[src/rtl/core_fpu_pkg.sv]
// Shared types and constants for the FPU writeback tracker.
package core_fpu_pkg;

  localparam int REG_W           = 5;
  localparam int DATA_W          = 32;
  localparam int ARM_TIMEOUT_DEF = 4;

  typedef enum logic [1:0] {
    ST_IDLE = 2'd0,
    ST_ARM  = 2'd1,
    ST_BUSY = 2'd2,
    ST_WB   = 2'd3
  } state_e;

endpackage

[src/rtl/core_fpu_wb_hzd.sv]
// Decode-stage hazard comparator against the pending FPU destination.
// With CORE_FPU_WB_FWD_EN defined, the WB cycle is covered by forwarding instead.
module core_fpu_wb_hzd
  import core_fpu_pkg::*;
(
  input  state_e           state,
  input  logic [REG_W-1:0] rd,
  input  logic             to_int,
  input  logic [REG_W-1:0] src_a,
  input  logic [REG_W-1:0] src_b,
  input  logic [REG_W-1:0] src_c,
  input  logic [2:0]       src_is_fp,
  output logic             hazard
);

  logic [2:0][REG_W-1:0] srcs;
  logic [2:0]            match;
  logic                  active;

  assign srcs = {src_c, src_b, src_a};

  // Integer x0 is hardwired, so it can never be a real dependency.
  always_comb begin
    match = '0;
    for (int k = 0; k < 3; k++) begin
      match[k] = (srcs[k] == rd) && (src_is_fp[k] == !to_int) &&
                 (src_is_fp[k] || (srcs[k] != '0));
    end
  end

`ifdef CORE_FPU_WB_FWD_EN
  assign active = (state == ST_ARM) || (state == ST_BUSY);
`else
  assign active = (state != ST_IDLE);
`endif

  assign hazard = active && (|match);

endmodule

[src/rtl/core_fpu_wb.sv]
// Tracks one in-flight FPU operation and writes its result back to the FP or integer file.
// Optional forwarding of the WB-cycle result is enabled by CORE_FPU_WB_FWD_EN.
//
// state   | meaning
// IDLE    | nothing pending, accepts i_issue
// ARM     | issued, waiting for fpu_stole to rise (bounded by ARM_TIMEOUT)
// BUSY    | FPU working, waiting for fpu_stole to fall
// WB      | registered write port active this cycle
module core_fpu_wb
  import core_fpu_pkg::*;
#(
  parameter int ARM_TIMEOUT = ARM_TIMEOUT_DEF
) (
  input  logic              CLK,
  input  logic              RST_N,
  input  logic              i_issue,
  input  logic [REG_W-1:0]  i_rd,
  input  logic              i_to_int,
  input  logic              i_flush,
  input  logic              fpu_stole,
  input  logic [DATA_W-1:0] fpu_result,
  input  logic [REG_W-1:0]  i_src_a,
  input  logic [REG_W-1:0]  i_src_b,
  input  logic [REG_W-1:0]  i_src_c,
  input  logic [2:0]        i_src_is_fp,
  output logic              o_hazard,
  output logic              o_fwe,
  output logic [REG_W-1:0]  o_fwaddr,
  output logic [DATA_W-1:0] o_fwdata,
  output logic              o_iwe,
  output logic [REG_W-1:0]  o_iwaddr,
  output logic [DATA_W-1:0] o_iwdata,
  output logic              o_busy,
  output logic              o_err
`ifdef CORE_FPU_WB_FWD_EN
  ,
  output logic              o_fwd_valid,
  output logic [DATA_W-1:0] o_fwd_data
`endif
);

  localparam int TMO_W = (ARM_TIMEOUT > 1) ? $clog2(ARM_TIMEOUT) : 1;
  localparam logic [TMO_W-1:0] TMO_LAST = TMO_W'(ARM_TIMEOUT - 1);

  state_e              state_q, state_d;
  logic [REG_W-1:0]    rd_q, rd_d;
  logic                int_q, int_d;
  logic [DATA_W-1:0]   res_q, res_d;
  logic                stole_q, stole_d;
  logic [TMO_W-1:0]    tmo_q, tmo_d;
  logic                fwe_q, fwe_d, iwe_q, iwe_d, err_q, err_d;
  logic [REG_W-1:0]    fwaddr_q, fwaddr_d, iwaddr_q, iwaddr_d;
  logic [DATA_W-1:0]   fwdata_q, fwdata_d, iwdata_q, iwdata_d;

  always_comb begin
    state_d  = state_q;
    rd_d     = rd_q;
    int_d    = int_q;
    res_d    = res_q;
    stole_d  = fpu_stole;
    tmo_d    = tmo_q;
    fwe_d    = 1'b0;
    iwe_d    = 1'b0;
    err_d    = 1'b0;
    fwaddr_d = fwaddr_q;
    fwdata_d = fwdata_q;
    iwaddr_d = iwaddr_q;
    iwdata_d = iwdata_q;

    case (state_q)
      ST_IDLE: begin
        if (i_issue) begin
          state_d = ST_ARM;
          rd_d    = i_rd;
          int_d   = i_to_int;
          tmo_d   = '0;
        end
      end
      ST_ARM: begin
        if (fpu_stole) begin
          state_d = ST_BUSY;
        end else if (tmo_q == TMO_LAST) begin
          state_d = ST_IDLE;
          err_d   = 1'b1;
        end else begin
          tmo_d = tmo_q + TMO_W'(1);
        end
      end
      ST_BUSY: begin
        // Write flops load on the falling edge so the port is live during WB itself.
        if (stole_q && !fpu_stole) begin
          state_d = ST_WB;
          res_d   = fpu_result;
          if (int_q) begin
            if (rd_q != '0) begin
              iwe_d    = 1'b1;
              iwaddr_d = rd_q;
              iwdata_d = fpu_result;
            end
          end else begin
            fwe_d    = 1'b1;
            fwaddr_d = rd_q;
            fwdata_d = fpu_result;
          end
        end
      end
      default: state_d = ST_IDLE;
    endcase

    if (i_issue && (state_q != ST_IDLE)) err_d = 1'b1;

    if (i_flush) begin
      state_d  = ST_IDLE;
      rd_d     = rd_q;
      int_d    = int_q;
      res_d    = res_q;
      fwe_d    = 1'b0;
      iwe_d    = 1'b0;
      err_d    = 1'b0;
      fwaddr_d = fwaddr_q;
      fwdata_d = fwdata_q;
      iwaddr_d = iwaddr_q;
      iwdata_d = iwdata_q;
    end
  end

  always_ff @(posedge CLK) begin
    if (!RST_N) begin
      state_q  <= ST_IDLE;
      rd_q     <= '0;
      int_q    <= 1'b0;
      res_q    <= '0;
      stole_q  <= 1'b0;
      tmo_q    <= '0;
      fwe_q    <= 1'b0;
      iwe_q    <= 1'b0;
      err_q    <= 1'b0;
      fwaddr_q <= '0;
      fwdata_q <= '0;
      iwaddr_q <= '0;
      iwdata_q <= '0;
    end else begin
      state_q  <= state_d;
      rd_q     <= rd_d;
      int_q    <= int_d;
      res_q    <= res_d;
      stole_q  <= stole_d;
      tmo_q    <= tmo_d;
      fwe_q    <= fwe_d;
      iwe_q    <= iwe_d;
      err_q    <= err_d;
      fwaddr_q <= fwaddr_d;
      fwdata_q <= fwdata_d;
      iwaddr_q <= iwaddr_d;
      iwdata_q <= iwdata_d;
    end
  end

  core_fpu_wb_hzd u_hzd (
    .state     (state_q),
    .rd        (rd_q),
    .to_int    (int_q),
    .src_a     (i_src_a),
    .src_b     (i_src_b),
    .src_c     (i_src_c),
    .src_is_fp (i_src_is_fp),
    .hazard    (o_hazard)
  );

  assign o_fwe    = fwe_q;
  assign o_fwaddr = fwaddr_q;
  assign o_fwdata = fwdata_q;
  assign o_iwe    = iwe_q;
  assign o_iwaddr = iwaddr_q;
  assign o_iwdata = iwdata_q;
  assign o_err    = err_q;
  assign o_busy   = (state_q != ST_IDLE);

`ifdef CORE_FPU_WB_FWD_EN
  assign o_fwd_valid = (state_q == ST_WB);
  assign o_fwd_data  = res_q;
`endif

endmodule
[config.mk]
export PLATFORM = sky130hd
export DESIGN_NAME = core_fpu_wb
export DESIGN_NICKNAME = d
export VERILOG_FILES = /design/src/rtl/core_fpu_pkg.sv /design/src/rtl/core_fpu_wb_hzd.sv /design/src/rtl/core_fpu_wb.sv
export SDC_FILE = /design/constraint.sdc
export NUM_CORES = 1
export LEC_CHECK = 0
export CORE_MARGIN = 2
export CORE_UTILIZATION = 45
export CTS_CLUSTER_SIZE = 12
export DETAILED_ROUTE_END_ITERATION = 16
export GPL_TIMING_DRIVEN = 0
export PLACE_DENSITY_LB_ADDON = 0.15
export SYNTH_ARGS = -nofsm -noshare
export SYNTH_HDL_FRONTEND = slang
export SYNTH_SLANG_ARGS = --single-unit
[constraint.sdc]
create_clock -name CLK -period 3.1 [get_ports CLK]
set_clock_uncertainty 0.2 [all_clocks]
set_input_delay 0.465 -clock CLK [delete_from_list [all_inputs] [get_ports CLK]]
set_output_delay 0.465 -clock CLK [all_outputs]
set_load 0.02 [all_outputs]
# [Word-level counts from Yosys, hierarchy flattened]
# Index checks and enable logic that the tools add are counted.
[op_classes] bitwise=5 n_eq_ne=14 muxes=15 reduce_logical=30 addsub=1
[ops] op="5-bit nonzero test" n=4
[ops] op="5-bit == test" n=3
[ops] op="2-bit two-way mux" n=7
[ops] op="1-bit logical AND" n=9
[ops] op="2-bit inequality test, second input constant" n=4
[ops] op="4-bit AND reduction" n=2
[ops] op="1-bit two-way mux" n=6
[ops] op="2-bit one-hot mux with 3 select lines" n=1
[ops] op="3-bit AND reduction" n=2
[ops] op="1-bit inverter" n=5
[ops] op="5-bit AND reduction" n=1
[ops] op="5-bit OR reduction" n=1
[ops] op="2-bit == test, second input constant" n=2
[ops] op="2-bit one-hot mux with 2 select lines" n=1
[ops] op="2-bit nonzero test" n=2
[ops] op="4-bit OR reduction" n=1
[ops] op="1-bit == test" n=3
[ops] op="1-bit logical OR" n=3
[ops] op="3-bit inequality test, second input constant" n=1
[ops] op="3-bit OR reduction" n=1
[ops] op="2-bit by 1-bit adder with 2-bit output, second input constant" n=1
[ops] op="2-bit by 1-bit == test with 1-bit output, second input constant" n=1
[ops] op="1-bit zero test" n=2
[ops] op="2-bit zero test" n=1
[ops] op="2-bit OR reduction" n=1
[word_totals] regBits=88 inputBits=61 word_cells=77 output_inout_bits=79

# [Logic depth before layout (Yosys ltp)]
[logic_depth] word_depth=6 ltp_mapped=8 mapped_depth_nobuf=6

# [By module]
# From an unflattened synthesis, not the netlist that was laid out.
[unflattened] cells_unflattened=433 area_unflattened_um2=3786.1
[by_module_without_submodules] module="core_fpu_wb" cells_per_inst=398 seq_area_each_um2=1761.7 area_per_inst_um2=3525.9 instances=1
[by_module_without_submodules] module="core_fpu_wb_hzd" cells_per_inst=35 seq_area_each_um2=0.0 area_per_inst_um2=260.2 instances=1

# [Worst setup path after synthesis]
# No wires, ideal clock.
[synth_path] path_type="register -> output" start="register int_q" end="output o_hazard" setup_slack_ps=592 arrival_ps=1843 t_required_ps=2435 n_path_buf=1 stages_incl_launch_ff=6 cell_sequence="dfxtp_1 > clkbuf_1 > o22ai_1 > nor4_1 > nand3_1 > o311ai_0"
[synth_via] elab_chain_cells=6 word_cells_on_any_way=12 classes_between="3 x eq/ne; 9 x reduce/logical"
[synth_rtl] element="start, declared" line="core_fpu_wb.sv:47" source="logic int_q, int_d;"
[synth_rtl] element="start signal, assigned" line="core_fpu_wb.sv:145" source="int_q <= int_d;"
[synth_rtl] element="1-bit zero test *" line="core_fpu_wb_hzd.sv:26" source="match[k] = (srcs[k] == rd) && (src_is_fp[k] == !to_int) &&"
[synth_rtl] element="1-bit == test" line="core_fpu_wb_hzd.sv:26"
[synth_rtl] element="1-bit logical AND (2 in series)" line="core_fpu_wb_hzd.sv:26"
[synth_rtl] element="3-bit OR reduction *" line="core_fpu_wb_hzd.sv:37" source="assign hazard = active && (|match);"
[synth_rtl] element="1-bit logical AND *" line="core_fpu_wb_hzd.sv:37"
[synth_rtl] element="end, declared" line="core_fpu_wb.sv:26" source="output logic o_hazard,"
# Every way passes the cells marked *; elsewhere a longest branch is shown, timed or not.

# [Worst setup path after layout]
[layout_path] start="register rd_q[4]" end="output o_hazard"
[layout_via] elab_chain_cells=5 word_cells_on_any_way=11 classes_between="3 x eq/ne; 8 x reduce/logical"
[layout_rtl] element="start, declared" line="core_fpu_wb.sv:46" source="logic [REG_W-1:0] rd_q, rd_d;"
[layout_rtl] element="start signal, assigned" line="core_fpu_wb.sv:144" source="rd_q <= rd_d;"
[layout_rtl] element="5-bit == test" line="core_fpu_wb_hzd.sv:26"
[layout_rtl] element="1-bit logical AND (2 in series)" line="core_fpu_wb_hzd.sv:26"
[layout_rtl] element="3-bit OR reduction *" line="core_fpu_wb_hzd.sv:37"
[layout_rtl] element="1-bit logical AND *" line="core_fpu_wb_hzd.sv:37"
# Marks and branches as above.

==> flow_metrics.py <==
metrics = {
    "setup_path": {
        "max_stage_delay_ns": 0.53,
        "arrival_ns": 2.21,
        "r2r_setup_slack_ns": 0.93,
        "setup.worst_path.start_class": "register",
        "path_cells": "buf_6 > or4_4 > or2_4 > or2b_1 > o311ai_0 > dlygate4sd2_1",
        "timing.rr.end": "o_fwdata[8]",
        "rr_startpoint": "state_q[0]",
        "worstSetupPathType": "reg -> out",
        "reg2reg_depth": 7,
        "slowest_stage": "or4_4",
        "worstSetupEndpointType": "output port",
        "path_max_fanout": 7,
        "required_ns": 2.43,
    },
    "layout": {
        "area.growth.synth_to_final_pct": 46.2,
        "diodes": 0,
        "drive_gt1_frac": 0.100,
        "fin_util": 0.669,
        "design_area_sq_um": 5440,
        "final_nets": 627,
    },
    "floorplanning": {
        "design.die.area_sq_um": 9020,
        "ioPinCount": 140,
        "die-width_um": 95.0,
        "fp-row-count": 33,
        "start_util": 0.458,
        "die_y_um": 95.0,
        "coreArea_sq_um": 8130,
    },
    "timing": {
        "fin_crit_sh": 0.929,
        "slew_headroom": 0.534,
        "rsz0062_at_grt": "no",
        "fin_crit_ns": 2.88,
        "finalSetupViolCount": 0,
        "fmax_ghz": 0.347,
        "fin_hold_ws_ns": 0.262,
        "maxSlewViolCount": 0,
        "max_slew.worst_pin.slew_ns": 0.696,
        "hold_viol": 0,
    },
    "worst_hold_path": {
        "holdPathEnd": "o_iwdata[12]",
        "min_from": "o_iwdata[12]",
        "holdPathStages": 2,
        "hold_path_class": "reg -> reg",
    },
    "global_routing": {
        "gr-total-overflow": 0,
        "grt_first_pass_wirelength_mm": 14.9,
        "grt_start_max_net_pins": 16,
        "antenna_found_initial": 0,
        "track_usage": 0.213,
        "grt_pass1_vias": 3119,
    },
    "status": {
        "outcome": "completed",
    },
    "power": {
        "p_per_area_nw_per_um2": 394,
        "p_leak_nw": 1.89,
        "ir_drop_mv": 0.230,
    },
    "clocking": {
        "numClockSinks": 88,
        "h-tree-depth": 3,
        "clkLatencyLatePin_ns": 0.35,
        "cts_tree": "built",
        "cts_max_path_buffers": 2,
        "cts_root_buffer": "clkbuf_8",
        "numCtsBuffers": 9,
        "path_clk_slew_ns": 0.09,
    },
    "synthesis": {
        "synthesis.nets": 478,
        "ys_ff_latch": 88,
        "syn-cell-area_sq_um": 3720,
        "synth-seq-area-share": 0.473,
        "yosysTopAreaCell": "dfxtp_1",
        "netlist_instances": 416,
        "ys_types": 43,
        "yosysWarnings": 0,
        "yosys-top-cells-area": "dfxtp_1 47%, nand2_1 13%, a21boi_0 8.1%",
        "synthDominantCellAreaShare": 0.473,
        "syn_area_per_cell_sq_um": 8.95,
    },
    "detailed_routing": {
        "wl_per_cell_um": 14.0,
        "vias": 3254,
        "wl_mm": 9.44,
        "drt_pass1_iterations": 4,
        "drt_iter0_drc": 94,
        "remaining_drc_errors": 0,
        "viasPerCell": 4.83,
        "ant_nets": 0,
    },
    "job": {
        "maxCapViolCount": 0,
    },
    "placed_design": {
        "place.gp.congestion": 0.742,
        "placed_cell_area_sq_um": 5250,
        "portBuffers": 139,
        "hpwl_mm": 7.07,
    },
}
worst max path at each step:
stage	from	to	slack, ns	cells past startpoint
final	rd_q[4]	o_hazard	0.22	6
after floorplan	int_q	o_hazard	0.59	5
after global routing	i_src_c[1]	o_hazard	0.03	6
after global placement	i_src_c[4]	o_hazard	-0.04	6
after detailed placement	i_src_c[4]	o_hazard	-0.06	6
after CTS	rd_q[4]	o_hazard	0.20	6
cells in the mapped netlist, drive strengths merged:
| cell type | count |
|---|---|
| nand2 | 144 |
| dfxtp | 88 |
| a21boi | 72 |
| buf | 17 |
| clkbuf | 15 |
| xor2 | 13 |
| nor2b | 10 |
| mux2i | 8 |
| nor2 | 7 |
| a22oi | 4 |
| nor3 | 4 |
| xnor2 | 4 |
| and2 | 3 |
| nor3b | 3 |
| nor4 | 3 |
| a21oi | 2 |
| inv | 2 |
| nand2b | 2 |
| or4 | 2 |
| a21o | 1 |
| and3 | 1 |
| ha | 1 |
| nand3 | 1 |
| nand3b | 1 |
| nand4b | 1 |
| nand4bb | 1 |
| o21ai | 1 |
| o22ai | 1 |
| o311ai | 1 |
| or2 | 1 |
| or2b | 1 |
| or3 | 1 |
metrics by stage:
stage / std cells / setup TNS, ns / worst slack (ns) / total power, mW
final: 674 / 0 / 0.221 / 2.15
after global routing: 674 / 0 / 0.0348 / 2.22
after CTS: 674 / 0 / 0.197 / 2.16
after detailed placement: 660 / -0.0550 / -0.0550 / 1.36
after global placement: 660 / -0.0400 / -0.0400 / 1.36
after floorplan: 416 / 0 / 0.592 / 1.25
per-layer routing:
metal  track usage  part of all wire  up-vias
met5             0                 0        -
met3        0.0463             0.060       17
li1              -                 -     1649
met1         0.254              0.43     1485
met2         0.372              0.48      103
met4        0.0845             0.023        0
cells by family after synthesis:
| kind of cell | Yosys count | share of synthesized area |
|---|---|---|
| flip-flops | 88 | 0.473 |
| adder cells (fa/ha/maj) | 1 | 0.00336 |
| AND/OR/NAND/NOR | 186 | 0.234 |
| multiplexers | 8 | 0.0215 |
| AO/OA/AOI/OAI | 82 | 0.173 |
| buffers and inverters | 34 | 0.0551 |
| XOR/XNOR | 17 | 0.0400 |
sequential cells by signal, summed over array words and instances, names as in the netlist:
register	count
o_fwe	1
state_q	2
tmo_q	2
o_iwe	1
o_err	1
rd_q	5
int_q	1
o_iwdata	32
o_fwdata	32
stole_q	1
o_fwaddr	5
o_iwaddr	5
cells in the final DEF (no fill, tap or decap), types with 3 or more instances in the layout:
cell,synthesis,routed
clkdlybuf4s50_1,0,138
nand2_1,133,133
dfxtp_1,88,88
a21boi_0,40,40
a21boi_1,22,22
clkbuf_1,15,14
xor2_1,13,13
nor2b_1,10,10
nand2_2,10,10
a21boi_2,10,10
clkbuf_8,0,10
buf_6,8,8
mux2i_1,8,8
nor2_1,7,7
buf_2,5,5
xnor2_1,4,4
nor3_1,4,4
a22oi_1,4,4
nor4_1,3,3
buf_1,3,3
power breakdown:
group | total (mW) | switching, mW | internal (mW)
Sequential | 1.14 | 0.00397 | 1.14
Clock | 0.813 | 0.415 | 0.398
Combinational | 0.195 | 0.0758 | 0.119
Total | 2.15 | 0.495 | 1.65
repair_timing:
action | 4_1_cts | 5_1_grt
buffers inserted | 0 | 0
hold buffers | 0 | 0
endpoints found under the setup margin | 1 | 0
resized for setup | 1 | 0
worst max-delay path: cells and delay by family, from the launching register on:
family	cells	cell delay, ns
and+or+nand+nor	3	0.95
buffers and inverters	2	0.49
DFF	1	0.32
AOI/OAI and AO/OA	1	0.11
final cells by class:
type	count	area (sq um)
plain buffers	31	194
flip-flops and latches	88	1760
inverters	2	7.51
multi-input cells	294	1760
clock inverters	5	63.8
repair buffers	139	1390
clock buffers	10	138
well taps	105	131
fillers	688	2690
No activity file was read; power rests on OpenSTA's default activity.
